<file path="src/rtl/inst_fetch_buffer.sv">
// Circular instruction fetch buffer between I-cache and decode: up to 2 pushes and 2 pops per cycle.
// Optional macro INST_FETCH_BUFFER_BYPASS_EN lets an empty buffer show the incoming fetch packet combinationally.
module inst_fetch_buffer #(
    parameter int DEPTH = 16
) (
    input  logic                     clk,
    input  logic                     rst,
    input  logic                     flush,
    input  logic                     in_valid0,
    input  logic                     in_valid1,
    input  logic [31:0]              in_pc,
    input  logic [31:0]              in_inst0,
    input  logic [31:0]              in_inst1,
    input  logic                     in_tlb_refill,
    input  logic                     in_tlb_invalid,
    output logic                     full,
    output logic                     out_valid0,
    output logic                     out_valid1,
    output logic [31:0]              out_pc0,
    output logic [31:0]              out_pc1,
    output logic [31:0]              out_inst0,
    output logic [31:0]              out_inst1,
    output logic                     out_tlb_refill0,
    output logic                     out_tlb_refill1,
    output logic                     out_tlb_invalid0,
    output logic                     out_tlb_invalid1,
    input  logic [1:0]               pop_cnt,
    output logic [$clog2(DEPTH):0]   count
);

    localparam int AW = $clog2(DEPTH);
    localparam logic [AW:0] FULL_AT = (AW+1)'(DEPTH - 1);

    logic [31:0] pcMem      [DEPTH];
    logic [31:0] instMem    [DEPTH];
    logic        refillMem  [DEPTH];
    logic        invalidMem [DEPTH];

    logic [AW-1:0] head_q, head_d, tail_q, tail_d;
    logic [AW:0]   count_q, count_d;
    logic [AW-1:0] headNext, tailNext;
    logic          slot1Ok;
    logic [1:0]    pushN;

    assign full     = count_q >= FULL_AT;
    assign count    = count_q;
    assign headNext = head_q + AW'(1);
    assign tailNext = tail_q + AW'(1);

    // A fetch exception on slot 0 kills slot 1 even if the cache marked it valid.
    always_comb begin
        slot1Ok = in_valid1 && !in_tlb_refill && !in_tlb_invalid;
        pushN   = 2'd0;
        if (in_valid0 && !full) begin
            pushN = slot1Ok ? 2'd2 : 2'd1;
        end
        head_d  = head_q + AW'(pop_cnt);
        tail_d  = tail_q + AW'(pushN);
        count_d = count_q + (AW+1)'(pushN) - (AW+1)'(pop_cnt);
    end

    always_ff @(posedge clk) begin
        if (rst || flush) begin
            head_q  <= '0;
            tail_q  <= '0;
            count_q <= '0;
        end else begin
            head_q  <= head_d;
            tail_q  <= tail_d;
            count_q <= count_d;
        end
    end

    // Bypassed entries are still written at tail; advancing head past them discards them.
    always_ff @(posedge clk) begin
        if (!rst && !flush) begin
            if (pushN != 2'd0) begin
                pcMem[tail_q]      <= in_pc;
                instMem[tail_q]    <= in_inst0;
                refillMem[tail_q]  <= in_tlb_refill;
                invalidMem[tail_q] <= in_tlb_invalid;
            end
            if (pushN == 2'd2) begin
                pcMem[tailNext]      <= in_pc + 32'd4;
                instMem[tailNext]    <= in_inst1;
                refillMem[tailNext]  <= 1'b0;
                invalidMem[tailNext] <= 1'b0;
            end
        end
    end

    always_comb begin
        out_valid0       = count_q != '0;
        out_valid1       = count_q >= (AW+1)'(2);
        out_pc0          = pcMem[head_q];
        out_pc1          = pcMem[headNext];
        out_inst0        = instMem[head_q];
        out_inst1        = instMem[headNext];
        out_tlb_refill0  = refillMem[head_q];
        out_tlb_refill1  = refillMem[headNext];
        out_tlb_invalid0 = invalidMem[head_q];
        out_tlb_invalid1 = invalidMem[headNext];
`ifdef INST_FETCH_BUFFER_BYPASS_EN
        if (count_q == '0 && !flush) begin
            out_valid0       = in_valid0;
            out_valid1       = in_valid0 && slot1Ok;
            out_pc0          = in_pc;
            out_pc1          = in_pc + 32'd4;
            out_inst0        = in_inst0;
            out_inst1        = in_inst1;
            out_tlb_refill0  = in_tlb_refill;
            out_tlb_refill1  = 1'b0;
            out_tlb_invalid0 = in_tlb_invalid;
            out_tlb_invalid1 = 1'b0;
        end
`endif
    end

    logic [AW:0] visibleCount;
`ifdef INST_FETCH_BUFFER_BYPASS_EN
    assign visibleCount = (count_q == '0) ? (AW+1)'(pushN) : count_q;
`else
    assign visibleCount = count_q;
`endif

    popLegal: assert property (@(posedge clk) disable iff (rst || flush)
        (pop_cnt != 2'd3) && ((AW+1)'(pop_cnt) <= visibleCount));
    slot1NeedsSlot0: assert property (@(posedge clk) disable iff (rst)
        in_valid1 |-> in_valid0);

endmodule

</file>
<file path="config.mk">
export PLATFORM = sky130hd
export DESIGN_NAME = inst_fetch_buffer
export DESIGN_NICKNAME = d
export VERILOG_FILES = /design/src/rtl/inst_fetch_buffer.sv
export SDC_FILE = /design/constraint.sdc
export NUM_CORES = 2
export LEC_CHECK = 0
export CAP_MARGIN = 10
export CORE_MARGIN = 3
export CORE_UTILIZATION = 50
export CTS_BUF_LIST = sky130_fd_sc_hd__clkbuf_4 sky130_fd_sc_hd__clkbuf_8 sky130_fd_sc_hd__clkbuf_16
export CTS_CLUSTER_SIZE = 10
export DETAILED_ROUTE_END_ITERATION = 7
export GPL_ROUTABILITY_DRIVEN = 0
export MAX_ROUTING_LAYER = met4
export PLACE_DENSITY_LB_ADDON = 0.08
export SLEW_MARGIN = 0
export SYNTH_ARGS = -nofsm -noshare
export SYNTH_HDL_FRONTEND = slang
export SYNTH_SLANG_ARGS = --single-unit
</file>
<file path="constraint.sdc">
create_clock -name clk -period 8.4 [get_ports clk]
set_input_delay 1.26 -clock clk [delete_from_list [all_inputs] [get_ports clk]]
set_output_delay 1.26 -clock clk [all_outputs]
set_load 0.02 [all_outputs]
</file>
Yosys cells after proc, flatten, opt, wreduce, memory -nomap -nowiden
Memories as Yosys holds them, arrays and structs flattened. A register that Yosys moved wholly into a read port is not among the register bits.
Cells that the tools add are included.
Operators by class
  equality and inequality tests: 1
  reduce and logical (&&, ||, !) cells: 12
  $add $sub $neg: 7
  mux-type cells: 12
  order comparisons: 2
Operators by type and width (number)
  32-bit by 3-bit adder with 32-bit output, second input constant: 1
  4-bit 2-to-1 mux: 4
  4-bit by 1-bit adder with 4-bit output, second input constant: 2
  4-bit by 2-bit adder with 4-bit output: 2
  1-bit 2-to-1 mux: 6
  5-bit by 2-bit adder with 5-bit output: 1
  5-bit by 2-bit greater-or-equal comparator with 1-bit output, second input constant: 1
  5-bit by 4-bit greater-or-equal comparator with 1-bit output, second input constant: 1
  1-bit logical NOT: 5
  5-bit nonzero test: 1
  5-bit by 2-bit subtractor with 5-bit output: 1
  1-bit logical AND: 4
  2-bit 2-to-1 mux: 2
  2-bit equality test, second input constant: 1
  2-bit nonzero test: 1
  1-bit logical OR: 1
Storage, ports and cells
  output and inout bits: 140
  RAM bits: 1056
  input port bits: 105
  bits in registers: 13
  memories kept: 4
  word-level logic and storage cells: 41
Memories
  instMem: depth 16, bits a word 32, read ports 2, clocked after Yosys merged registers in 1, write ports 2, RTL line 35  | logic [31:0] instMem [DEPTH];
  pcMem: depth 16, bits a word 32, read ports 2, clocked after Yosys merged registers in 1, write ports 2, RTL line 34  | logic [31:0] pcMem [DEPTH];
  invalidMem: depth 16, bits a word 1, read ports 2, clocked after Yosys merged registers in 1, write ports 2, RTL line 37  | logic invalidMem [DEPTH];
  refillMem: depth 16, bits a word 1, read ports 2, clocked after Yosys merged registers in 1, write ports 2, RTL line 36  | logic refillMem [DEPTH];

Logic depth before layout (Yosys ltp)
  depth after elaboration: 9
  gate-level depth with buffers: 15
  mapped depth without buffers: 15

Worst setup path after synthesis
No wires, ideal clock.
  kind: reg-to-reg
  from: register count_q[4], in the netlist count[4]
  to: memory instMem[10][0], enable pin
  buffers on the path: 0
  stages on the path, launching flop included: 7
  data arrival time: 6.652 ns
  setup slack: 1.167 ns
  cell sequence: dfxtp_1 -> clkinv_1 -> ha_1 -> a21o_1 -> a31oi_1 -> inv_1 -> o31ai_1
RTL lines
  from (decl): RTL line 40  | logic [AW:0] count_q, count_d;
  from (signal assigned): RTL line 70  | count_q <= count_d;
  to (decl): RTL line 35

Worst setup path in the final report
  from: register head_q[1]
  to: output out_pc1[31]
Between the ends
  word-level cells in the longest chain between the ends: 2
Ends and longest elaborated chain
  from (decl): RTL line 39  | logic [AW-1:0] head_q, head_d, tail_q, tail_d;
  from (signal assigned): RTL line 64  | head_q <= '0;
  from (signal assigned): RTL line 68  | head_q <= head_d;
  4-bit by 1-bit adder with 4-bit output: RTL line 47  | assign headNext = head_q + AW'(1);
  memory read 16 x 32 bit
  to (decl): RTL line 20  | output logic [31:0] out_pc1,
No other way between the ends.

==> key figures <==
Run status
  • Status: finished, final reports clean

Clock tree
  • CTS resizes: 0
  • CTS max path bufs: 3
  • Clock sinks: 1,069
  • H-tree Lvls: 4
  • Worst skew pair latency: 0.76 ns
  • CTS tree: yes
  • Clock transition at path regs: 0.06 ns
  • Post-CTS Setup Repair Bufs: 0
  • CTS Buf Count: 131
  • Cts hold-fix bufs: 0
  • CTS root buffer: clkbuf_16

Floorplan
  • Total Die Area: 0.130 mm^2
  • Die height: 361 um
  • Site row count: 129
  • Top Ports: 245
  • Initial core utilization: 50.6%
  • Die W: 361 um
  • Core area: 0.124 mm^2

Timing
  • Fmax: 160 MHz
  • Fin crit period: 6.26 ns
  • Max Clock Skew: 0.0212 ns
  • Worst Tran Pin Value: 1.33 ns
  • Final-report hold violation count: 0
  • Tcrit/Tclk final: 74.6%
  • Worst slew margin: 11.0%
  • Finish-stage setup viols: 0
  • Unrepaired setup endpoints after global routing: false
  • Worst hold margin: 0.465 ns
  • TNS Setup: 0 ns
  • Fin. max-slew vios: 0

Power and ir drop
  • Flop pwr share: 46.1%
  • Combinational Power Share: 12.3%
  • Psw: 3.15 mW
  • Lkg Pwr: 24.7 nW
  • Worst VDD drop: 0.177 mV
  • Clock network power share: 41.7%
  • PD cells: 182 mW/mm^2
  • Switching Fraction: 24.5%
  • Cell Int Power: 9.67 mW

Cells and area
  • Syn-to-layout area delta: 12.1%
  • Nets: 5,625
  • Layout cells sized above 1: 16.5%
  • Final Core Density: 56.7%
  • Fillers: 10,200

Logic synthesis
  • EDFF count, synth: 1,024
  • Post-Syn Instances: 5,578
  • Post-Syn Nets: 5,703
  • Avg Cell Area, Syn: 11.3 um^2
  • Yosys warning total: 0
  • Unique masters post-synth: 56
  • Area of the mapped netlist: 0.0629 mm^2
  • Dominant synthesized flop cell: edfxtp_1
  • Seq/Total Area, Yosys: 50.3%
  • Async set-reset flop share out of synthesis: 0%
  • FF+latch count, synth: 1,069

Worst setup path
  • Worst setup SP type: flop
  • Setup crit end kind: output port
  • Worst Path Max Fanout: 45
  • Critical path type: flop to output port
  • Critical Path AT: 5.00 ns
  • Required @ worst endpoint: 7.14 ns
  • R2r setup slk: 3.17 ns

Global route
  • Antenna violations before repair: 2
  • Pin count of the biggest net entering global routing: 113
  • Vias in the first global route: 44,400
  • Global route overflow: 0
  • First-pass GRT wire length: 321 mm
  • GR Util All Layers: 35.2%

Place
  • Hpwl dp: 127 mm
  • Port Buffers: 244

Routing
  • Vias per cell: 6.41
  • Number of remaining DRC errors: 0
  • Drt pass-1 iters: 5
  • Vias: 46,100
  • Final wirelength: 224 mm
  • Metal2 WL: 103 mm
  • M1 WL: 87.6 mm
  • Antenna viol nets, final: 0
  • Iteration-0 DRC Markers: 6,624
  • Max Used Layer: met4
  • Drt wl/cell: 31.1 um
  • WL met3: 25.0 mm

Run
  • Maxcap violations: 0

Hold path
  • Hold crit path type: flop to flop
## final timing paths
path | startpoint | depth (start not counted) | end
setup reg to reg | count[4] | 7 | instMem[4][25]
hold / removal | invalidMem[7] | 2 | invalidMem[7]
setup / recovery | head_q[1] | 6 | out_pc1[31]
hold reg to reg | invalidMem[7] | 2 | invalidMem[7]
## layout by cell type, fill, tap and decap left out, types with 55 or more instances in the layout
cell,count
o221ai_1,66
clkdlybuf4s50_1,244
clkbuf_16,136
nor2b_1,59
xnor2_1,283
edfxtp_1,1024
mux4_2,540
a31oi_1,55
xor2_1,187
buf_4,116
nand2_1,1990
a22oi_1,66
nor2_1,221
inv_1,149
## final cells by class
type                            instances  area [um^2]  area share, %
Inverter                              153          577          0.819
Clock inverter                         21          166          0.236
Multi-Input combinational cell       3778        28800           40.9
Timing Repair Buffer                  367         3450           4.90
Tap cell                             1637         2050           2.91
Antenna cell                            2         5.00        0.00710
Sequential cell                      1069        31700           44.9
Clock buffer                          175         3710           5.26
## sequential cells by signal, indices dropped and copies added, names as in the netlist
| name | flops |
|---|---|
| invalidMem | 16 |
| refillMem | 16 |
| instMem | 512 |
| head_q | 4 |
| pcMem | 512 |
| count | 5 |
| tail_q | 4 |
## routing by layer
metal | up-vias | track usage, %
li1 | 19400 | -
met1 | 23200 | 48.9
met2 | 3040 | 52.9
met3 | 495 | 6.18
met4 | 0 | 12.1
met5 | - | -
## cell usage after synthesis (4+ instances only)
| cell type | count | share of area, % |
|---|---|---|
| buf_4 | 5 | 0.060 |
| nand3_1 | 49 | 0.39 |
| nor4_1 | 8 | 0.080 |
| a31oi_1 | 55 | 0.55 |
| a22oi_1 | 66 | 0.79 |
| ha_1 | 16 | 0.32 |
| xor2_1 | 187 | 2.6 |
| a21oi_1 | 42 | 0.33 |
| buf_2 | 35 | 0.28 |
| xnor2_1 | 283 | 3.9 |
| nor2_1 | 239 | 1.4 |
| buf_1 | 132 | 0.79 |
| nand2_1 | 2021 | 12 |
| clkbuf_1 | 405 | 2.4 |
| o211ai_1 | 4 | 0.048 |
| and3_1 | 9 | 0.090 |
| inv_1 | 149 | 0.89 |
| nor2b_1 | 59 | 0.59 |
| o221ai_1 | 66 | 0.92 |
| a211oi_1 | 54 | 0.64 |
| nand4_1 | 11 | 0.11 |
| dfxtp_1 | 45 | 1.4 |
| and2_1 | 6 | 0.060 |
| fa_1 | 4 | 0.13 |
| edfxtp_1 | 1024 | 49 |
| mux4_2 | 540 | 19 |
| nor4_2 | 4 | 0.080 |
| nor3_1 | 17 | 0.14 |
## through the flow
stage / setup slack (ns) / cell area [um^2] / cells / total power [mW]
after floorplan: 1.17 / 62900 / 5578 / 7.03
after global placement: 2.36 / 66600 / 7004 / 7.56
after detailed placement: 2.26 / 66600 / 7004 / 7.57
after CTS: 2.07 / 70400 / 7200 / 12.8
after global routing: 1.98 / 70400 / 7202 / 13.2
final: 2.14 / 70400 / 7202 / 12.8
## kinds of logic after synthesis
group	count (synthesis)	synth area share, %
xor+xnor	470	6.55
simple gates	2447	15.4
mux	542	19.4
compound gates	299	3.44
buf+inv	731	4.48
fa+ha+maj	20	0.446
flops	1069	50.3
## power by group through the flow
| stage | clock network (mW) | registers, mW | logic (mW) |
|---|---|---|---|
| final | 5.34 | 5.90 | 1.57 |
| after global routing | 5.59 | 5.90 | 1.67 |
| after CTS | 5.37 | 5.90 | 1.57 |
| after detailed placement | 0 | 6.01 | 1.56 |
| after global placement | 0 | 6.01 | 1.54 |
| after floorplan | 0 | 6.00 | 1.03 |
## critical path, cell delays in order (launching register included)
cell	delay (ns)
dfxtp_4	0.79
buf_4	0.76
nand3_1	0.27
mux2_4	0.71
buf_4	0.45
o221ai_1	0.50
clkdlybuf4s50_1	0.75
Note: power is estimated with default switching activity, not from simulation.
